[src/rtl/regfile_dbg_pkg.sv]
// Shared definitions for the register-file debug dump reader.
package regfile_dbg_pkg;

    localparam int unsigned REG_W    = 64;
    localparam int unsigned IDX_W    = 5;
    localparam int unsigned ZERO_REG = 31;

    typedef enum logic [1:0] {
        IDLE,
        FETCH,
        SEND_A,
        SEND_B
    } dumpState_e;

endpackage

[src/rtl/regfile_dump.sv]
// regfile_dump: walks the CPU register file two registers per fetch through
// its read ports and streams {index, value} words over a valid/ready link.
// The CPU is stalled (HoldCpu) for the whole walk.
//
// Ports:
//   Clk, Reset         clock, synchronous active-high reset
//   Start              one-cycle dump request, honoured only in IDLE
//   RA, RB             read addresses (even / odd register of the pair)
//   BusA, BusB         register file read data for RA / RB
//   DumpData, DumpIdx  streamed value and its register number
//   DumpValid          word valid; DumpReady accepts it at a posedge
//   Busy, HoldCpu      dump in progress / CPU stall (identical)
//   Done               one-cycle pulse after the last word is accepted
module regfile_dump
    import regfile_dbg_pkg::*;
#(
    parameter int unsigned NUM_REGS = 32,
    parameter int unsigned DATA_W   = REG_W
) (
    input  logic              Clk,
    input  logic              Reset,
    input  logic              Start,
    output logic [IDX_W-1:0]  RA,
    output logic [IDX_W-1:0]  RB,
    input  logic [DATA_W-1:0] BusA,
    input  logic [DATA_W-1:0] BusB,
    output logic [DATA_W-1:0] DumpData,
    output logic [IDX_W-1:0]  DumpIdx,
    output logic              DumpValid,
    input  logic              DumpReady,
    output logic              Busy,
    output logic              HoldCpu,
    output logic              Done
);

    localparam logic [IDX_W-1:0] LAST_RB = IDX_W'(NUM_REGS - 1);

    dumpState_e        state;
    // DumpData itself holds the even word until it is sent, so only the odd
    // word needs a separate capture register.
    logic [DATA_W-1:0] bufB;

    wire xfer = DumpValid & DumpReady;

    // Dump sequencer with registered outputs.
    always_ff @(posedge Clk) begin
        if (Reset) begin
            state     <= IDLE;
            RA        <= '0;
            RB        <= IDX_W'(1);
            bufB      <= '0;
            DumpData  <= '0;
            DumpIdx   <= '0;
            DumpValid <= 1'b0;
            Busy      <= 1'b0;
            Done      <= 1'b0;
        end else begin
            Done <= 1'b0;
            case (state)
                IDLE: begin
                    if (Start) begin
                        RA    <= '0;
                        RB    <= IDX_W'(1);
                        Busy  <= 1'b1;
                        state <= FETCH;
                    end
                end
                FETCH: begin
                    // Read addresses have settled for a full cycle; capture both.
                    bufB      <= BusB;
                    DumpData  <= BusA;
                    DumpIdx   <= RA;
                    DumpValid <= 1'b1;
                    state     <= SEND_A;
                end
                SEND_A: begin
                    if (xfer) begin
                        DumpData <= bufB;
                        DumpIdx  <= RB;
                        state    <= SEND_B;
                    end
                end
                SEND_B: begin
                    if (xfer) begin
                        DumpValid <= 1'b0;
                        if (RB == LAST_RB) begin
                            Done  <= 1'b1;
                            Busy  <= 1'b0;
                            state <= IDLE;
                        end else begin
                            RA    <= RA + IDX_W'(2);
                            RB    <= RB + IDX_W'(2);
                            state <= FETCH;
                        end
                    end
                end
                default: state <= IDLE;
            endcase
        end
    end

    assign HoldCpu = Busy;

endmodule

[config.mk]
export PLATFORM = sky130hd
export DESIGN_NAME = regfile_dump
export DESIGN_NICKNAME = d
export VERILOG_FILES = /design/src/rtl/regfile_dbg_pkg.sv /design/src/rtl/regfile_dump.sv
export SDC_FILE = /design/constraint.sdc
export NUM_CORES = 1
export LEC_CHECK = 0
export CAP_MARGIN = 20
export CORE_MARGIN = 5
export CORE_UTILIZATION = 30
export CTS_BUF_LIST = sky130_fd_sc_hd__clkbuf_2 sky130_fd_sc_hd__clkbuf_4 sky130_fd_sc_hd__clkbuf_8
export DETAILED_ROUTE_END_ITERATION = 6
export MAX_ROUTING_LAYER = met4
export SLEW_MARGIN = 5
export SYNTH_ARGS = -nofsm -noshare
export SYNTH_HDL_FRONTEND = slang
export SYNTH_SLANG_ARGS = --single-unit
export TNS_END_PERCENT = 1
[constraint.sdc]
create_clock -name Clk -period 1.5 [get_ports Clk]
set_input_delay 0.15 -clock Clk [delete_from_list [all_inputs] [get_ports Clk]]
set_output_delay 0.15 -clock Clk [all_outputs]
set_load 0.01 [all_outputs]
# After elaboration in Yosys (flattened, before gate mapping)
# Index checks and enable logic that the tools add are counted.
[totals] ff_bits=148 out_inout_bits=83 elab_cells=57 in_bits=132
[classes] bitwise_logic=3 reduce_logical=10 addsub=2 eq_ne=9 mux=24
[ops] op="$pmux 64 s2" n=1
[ops] op="$mux 64" n=1
[ops] op="$mux 5" n=7
[ops] op="$pmux 5 s2" n=3
[ops] op="$add 5x2->5 const B" n=2
[ops] op="$ne 2x2->1 const B" n=5
[ops] op="$pmux 2 s4" n=1
[ops] op="$reduce_and 4->1" n=2
[ops] op="$mux 1" n=6
[ops] op="$mux 2" n=3
[ops] op="$reduce_bool 2->1" n=3
[ops] op="$eq 5x5->1 const B" n=1
[ops] op="$eq 2x2->1 const B" n=2
[ops] op="$pmux 1 s2" n=2
[ops] op="$reduce_and 2->1" n=2
[ops] op="$reduce_and 3->1" n=1
[ops] op="$reduce_or 3->1" n=1
[ops] op="$eq 2x1->1 const B" n=1
[ops] op="$logic_not 2->1" n=1
[ops] op="$not 1->1" n=2
[ops] op="$and 1x1->1" n=1

# Depth between registers and ports, before layout
[depth] depth_word=4 depth_mapped=8 depth_no_buf=6

# Worst setup path before layout
# OpenSTA, ideal clock, no wires.
[synth_timing] kind="register -> register" startpoint="register state[0]" endpoint="register DumpData[0]" arrival_time_ns=1.534 setup_time_ns=0.086 path_stages_with_launch=9 period_less_slack_ns=1.620 path_slack_ns=-0.120 path_buffers=3 required_time_ns=1.414 path_cell_list="dfxtp_1 > inv_1 > ha_1 > buf_4 > mux2_2 > buf_6 > buf_2 > nor2_1 > a211oi_1"
[synth_via] elab_chain_len=3 word_cells_on_any_way=6 cone_classes="eq/ne (3); mux (1); reduce/logical (2)"
[synth_lines] element="start, declared" line_no="regfile_dump.sv:38" text="dumpState_e state;"
[synth_lines] element="start signal, assigned" line_no="regfile_dump.sv:48" text="state <= IDLE;"
[synth_lines] element="start signal, assigned" line_no="regfile_dump.sv:65" text="state <= FETCH;"
[synth_lines] element="start signal, assigned" line_no="regfile_dump.sv:74" text="state <= SEND_A;"
[synth_lines] element="$eq 2x2->1 or $eq 2x1->1 (tied branches)" line_no="regfile_dump.sv:59" text="case (state)"
[synth_lines] element="$ne 2x2->1 (no line) or $reduce_bool 2->1 (tied branches)"
[synth_lines] element="$reduce_and 2->1 (no line)"
[synth_lines] element="end signal, assigned" line_no="regfile_dump.sv:71" text="DumpData <= BusA;"
[synth_lines] element="end signal, assigned" line_no="regfile_dump.sv:78" text="DumpData <= bufB;"
[synth_lines] element="end, declared" line_no="regfile_dump.sv:27" text="output logic [DATA_W-1:0] DumpData,"
# Several ways; a longest one is shown, not always the timed one.
# A chain may end at the register's enable or synchronous reset.

# Worst setup path after layout
[layout_timing] startpoint="register state[1]" endpoint="register DumpData[25]"
# Same word-level chain as after synthesis.

==> out/metrics.sh <==
SWITCHING_FRACTION_PCT=37.04
WORST_PIN_SLEW_NS=0.5592
ANTENNA_FOUND_INITIAL=0
RSZ0062_AT_GRT='yes'
UTILIZATION_PCT=48.22
DIE-AREA_MM2=0.02306
DRT_ITER0_DRC=159
SEQ_AREA_FRAC_SYNTH_PCT=48.74
ENDPOINT_KIND='flop'
SYNTH_AREA_PER_CELL_UM2=10.06
FP.DIEH_UM=151.9
DP_CELLS=1062
TOTAL_POWER_uW=17970
SYNTH_ENABLE_FLOP_CELLS=0
DRC_ERRORS=0
YOSYS.CELL_COUNT.TOP_TYPE='sky130_fd_sc_hd__dfxtp_1'
AREA_FRACTION_OF_THE_DOMINANT_CELL_TYPE_AFTER_SYNTHESIS_PCT=48.74
SYNTH_COMMONEST_CELLS='sky130_fd_sc_hd__dfxtp_1 (147), sky130_fd_sc_hd__nor2_1 (140), sky130_fd_sc_hd__mux2i_1 (134)'
SHARE_COMB_OF_TOTAL_POWER_PCT=51.6
POST_DRT_WL_PER_CELL_UM=16.76
FINALWIRELENGTH_UM=18490
SYNTHDOMINANTAREACELLTYPE='sky130_fd_sc_hd__dfxtp_1'
TIMING.SLEW.HEADROOM_PCT=62.72
GP_CONGESTION=0.7520
ENDPOINT_ARRIVAL_TIME_ON_THE_CRITICAL_PATH_NS=1.96
POWER_FRAC_SEQ_PCT=31.9
FFS_LATCHES_SYNTH=147
REPORT.FINAL.SETUP_VIOL=93
VIAS_PER_CELL=4.615
ANTENNA_CELLS_INSERTED=0
CTS_MADE_BUFFERS=17
MIN_DELAY_PATH_DEPTH=2
SYNTH_NETS=739
WORST-ENDPOINT-REQUIRED_NS=1.84
CTS_TREE='built'
OVERALL_FRACTION_OF_GLOBAL_ROUTE_TRACKS_IN_USE_PCT=14.60
POSTSYNTHCELLCOUNT=600
CLOCK_TREE.BUFFER_DEPTH=2
POWER.CLOCK.FRACTION_PCT=16.5
DETAILEDROUTE.FIRSTPASSITERATIONCOUNT=4
SYNTH_AREA_LEADERS='sky130_fd_sc_hd__dfxtp_1 (49%), sky130_fd_sc_hd__mux2i_1 (22%), sky130_fd_sc_hd__nor2_1 (8.7%)'
FIN_CELLS=1103
AREA.GROWTH.SYNTH_TO_FINAL_PCT=56.94
P_SWITCHING_uW=6658
CORE_REGION_AREA_MM2=0.01965
VDD.IR_DROP.WORST_uV=743.2
OVERFLOW=0
VIOLATIONS='negative setup slack'
DIE-WIDTH_UM=151.9
STD_CELL_ROWS=51
POST-ROUTE-PERIOD-UTIL_PCT=108.1
P_PER_AREA_mW_PER_MM2=1897
FINALNETCOUNT=967
POWER.LEAKAGE_uW=0.003895
WORST_SKEW_PAIR.LATE_LATENCY_NS=0.43
MAX_CAP_VIOLATIONS=0
TIMING_WORST_SETUP_PATH_TYPE='reg2reg'
YOSYS_WARNINGS=0
IO_PINS=215
IO_PORT_BUFS=213
PLACE_HPWL_UM=11840
SETUP.WORST_PATH.START_CLASS='flop'
FINAL_PERIOD_MINUS_WORST_SETUP_SLACK_NS=1.622
HTREEDEPTH=4
TRITONCTS_SINK_COUNT=147
CRITICAL_PATH.MAX_FANOUT=13
SYNTH_ASYNC_SR_FLOP_SHARE_PCT=0
FINALHOLDVIOLATIONS=0
SYNTH.CELL_AREA_MM2=0.006038
CLKTRANSATPATHREGS_NS=0.08
FINAL.SETUP.WORST_SLACK_NS=-0.1219
GRT_PASS1_VIAS=4884
CELL_INT_POWER_uW=11310
CTS.ROOT.BUFFER_CELL='sky130_fd_sc_hd__clkbuf_8'
POSTCTSHOLDBUFS=0
DRIVE_GT1_SHARE_PCT=17.30
OUTCOME='complete, but fails checks'
POSTSYNTH.TOPFLOPCELL='sky130_fd_sc_hd__dfxtp_1'
YS_TYPES=34
CLASS_OF_THE_WORST_HOLD_PATH='in2reg'
ANT_NETS=0
WORST_REG2REG_PATH_LENGTH_IN_CELLS=5
LARGEST_NET_DEGREE_AT_THE_START_OF_GLOBAL_ROUTING=53
SKEW_NS=0.009660
FLOORPLAN.INITIALDENSITY_PCT=30.72
CLOCK.FMAX_GHz=0.6166
VIA_COUNT=5090
GRT_PASS1_WL_UM=26700
NUMBER_OF_SLEW_LIMIT_VIOLATIONS_IN_THE_FINAL_REPORT=0
==> sequential cells by signal, summed over array words and instances, names as in the netlist <==
register,cells
DumpData,64
bufB,64
DumpIdx,5
RB,5
RA,4
state,2
Busy,1
Done,1
DumpValid,1
==> metal layers <==
layer  wire [um]  share of wire [%]  track usage (%)
met5           0                  0                -
met3        1189                6.4            5.737
met1        8596                 47            18.34
met2        8516                 46            22.06
met4         183               0.99            3.767
==> worst paths after layout <==
path,from,slack [ns],endpoint
setup / recovery,state[1]$_SDFFE_PP0P_,-0.12,DumpData[25]$_SDFFE_PP0P_
hold / removal,Reset,0.19,RA[2]$_SDFFE_PP0P_
setup reg to reg,state[1]$_SDFFE_PP0P_,-0.12,DumpData[25]$_SDFFE_PP0P_
hold reg to reg,bufB[52]$_SDFFE_PP0P_,0.49,bufB[52]$_SDFFE_PP0P_
==> critical path, cell delays in order (launching register included) <==
cell	delay, ns
sky130_fd_sc_hd__dfxtp_4	0.37
sky130_fd_sc_hd__buf_4	0.12
sky130_fd_sc_hd__ha_4	0.21
sky130_fd_sc_hd__mux2_2	0.45
sky130_fd_sc_hd__buf_6	0.20
sky130_fd_sc_hd__a211oi_1	0.20
==> timing repair <==
action | in CTS | in global routing
pin swaps | 4 | 2
endpoints found under the setup margin | 175 | 139
gates resized for setup | 77 | 86
buffers inserted | 0 | 1
gates cloned | 0 | 11
==> cells by family (layout without fill, tap and decap cells) <==
| logic type | after synthesis | after routing | share of synthesized area, % |
|---|---|---|---|
| mux | 135 | 137 | 22.40 |
| other cells | 1 | 1 | 0.06210 |
| simple gates | 166 | 166 | 11.21 |
| flops | 147 | 147 | 48.74 |
| fa+ha+maj | 7 | 7 | 1.450 |
| compound gates | 91 | 91 | 11.13 |
| buf+inv | 53 | 289 | 5.014 |
==> cell usage in the layout (no fill, tap or decap), types with 3 or more instances in the layout <==
| cell type | instances |
|---|---|
| sky130_fd_sc_hd__a211oi_1 | 28 |
| sky130_fd_sc_hd__a211oi_2 | 41 |
| sky130_fd_sc_hd__a21oi_1 | 6 |
| sky130_fd_sc_hd__buf_12 | 9 |
| sky130_fd_sc_hd__buf_16 | 3 |
| sky130_fd_sc_hd__buf_4 | 18 |
| sky130_fd_sc_hd__buf_6 | 8 |
| sky130_fd_sc_hd__clkbuf_16 | 5 |
| sky130_fd_sc_hd__clkbuf_8 | 18 |
| sky130_fd_sc_hd__clkdlybuf4s50_1 | 130 |
| sky130_fd_sc_hd__clkinv_2 | 4 |
| sky130_fd_sc_hd__dfxtp_1 | 142 |
| sky130_fd_sc_hd__dfxtp_2 | 3 |
| sky130_fd_sc_hd__dlygate4sd2_1 | 65 |
| sky130_fd_sc_hd__dlymetal6s2s_1 | 17 |
| sky130_fd_sc_hd__ha_1 | 3 |
| sky130_fd_sc_hd__ha_4 | 3 |
| sky130_fd_sc_hd__inv_1 | 3 |
| sky130_fd_sc_hd__mux2i_1 | 134 |
| sky130_fd_sc_hd__nand2_1 | 7 |
| sky130_fd_sc_hd__nand3_1 | 4 |
| sky130_fd_sc_hd__nor2_1 | 131 |
| sky130_fd_sc_hd__nor2_2 | 9 |
| sky130_fd_sc_hd__o21ai_0 | 5 |
| sky130_fd_sc_hd__or3_1 | 3 |
==> final cells by class <==
class / count / area [um2]
timing repair buffer: 255 / 2696
multi-input combinational: 402 / 3107
inverter: 5 / 21.27
tap: 265 / 331.6
fill: 1958 / 10180
clock inverter: 10 / 111.4
sequential: 147 / 2954
clock buffer: 19 / 255.2
==> power by group through the flow <==
stage	clock network, uW	registers, uW	logic [uW]
after floorplan	0	6120	4630
after global placement	0	5800	7880
after detailed placement	0	5840	7960
after CTS	3080	5730	7690
after global routing	3260	5890	10000
final	2970	5730	9270
==> through the flow <==
step	hold WS [ns]	setup TNS (ns)	instance area (um2)	worst slack [ns]
3_5_place_dp	0.4834	-11.64	8605	-0.2584
2_1_floorplan	0.2893	-1.002	6110	-0.03611
4_1_cts	0.1399	-2.484	8931	-0.07654
5_1_grt	0.1598	-13.34	9477	-0.1786
6_report	0.1943	-5.919	9477	-0.1219
3_3_place_gp	0.4713	-6.805	8605	-0.1616
(Power assumes the default switching activity.)
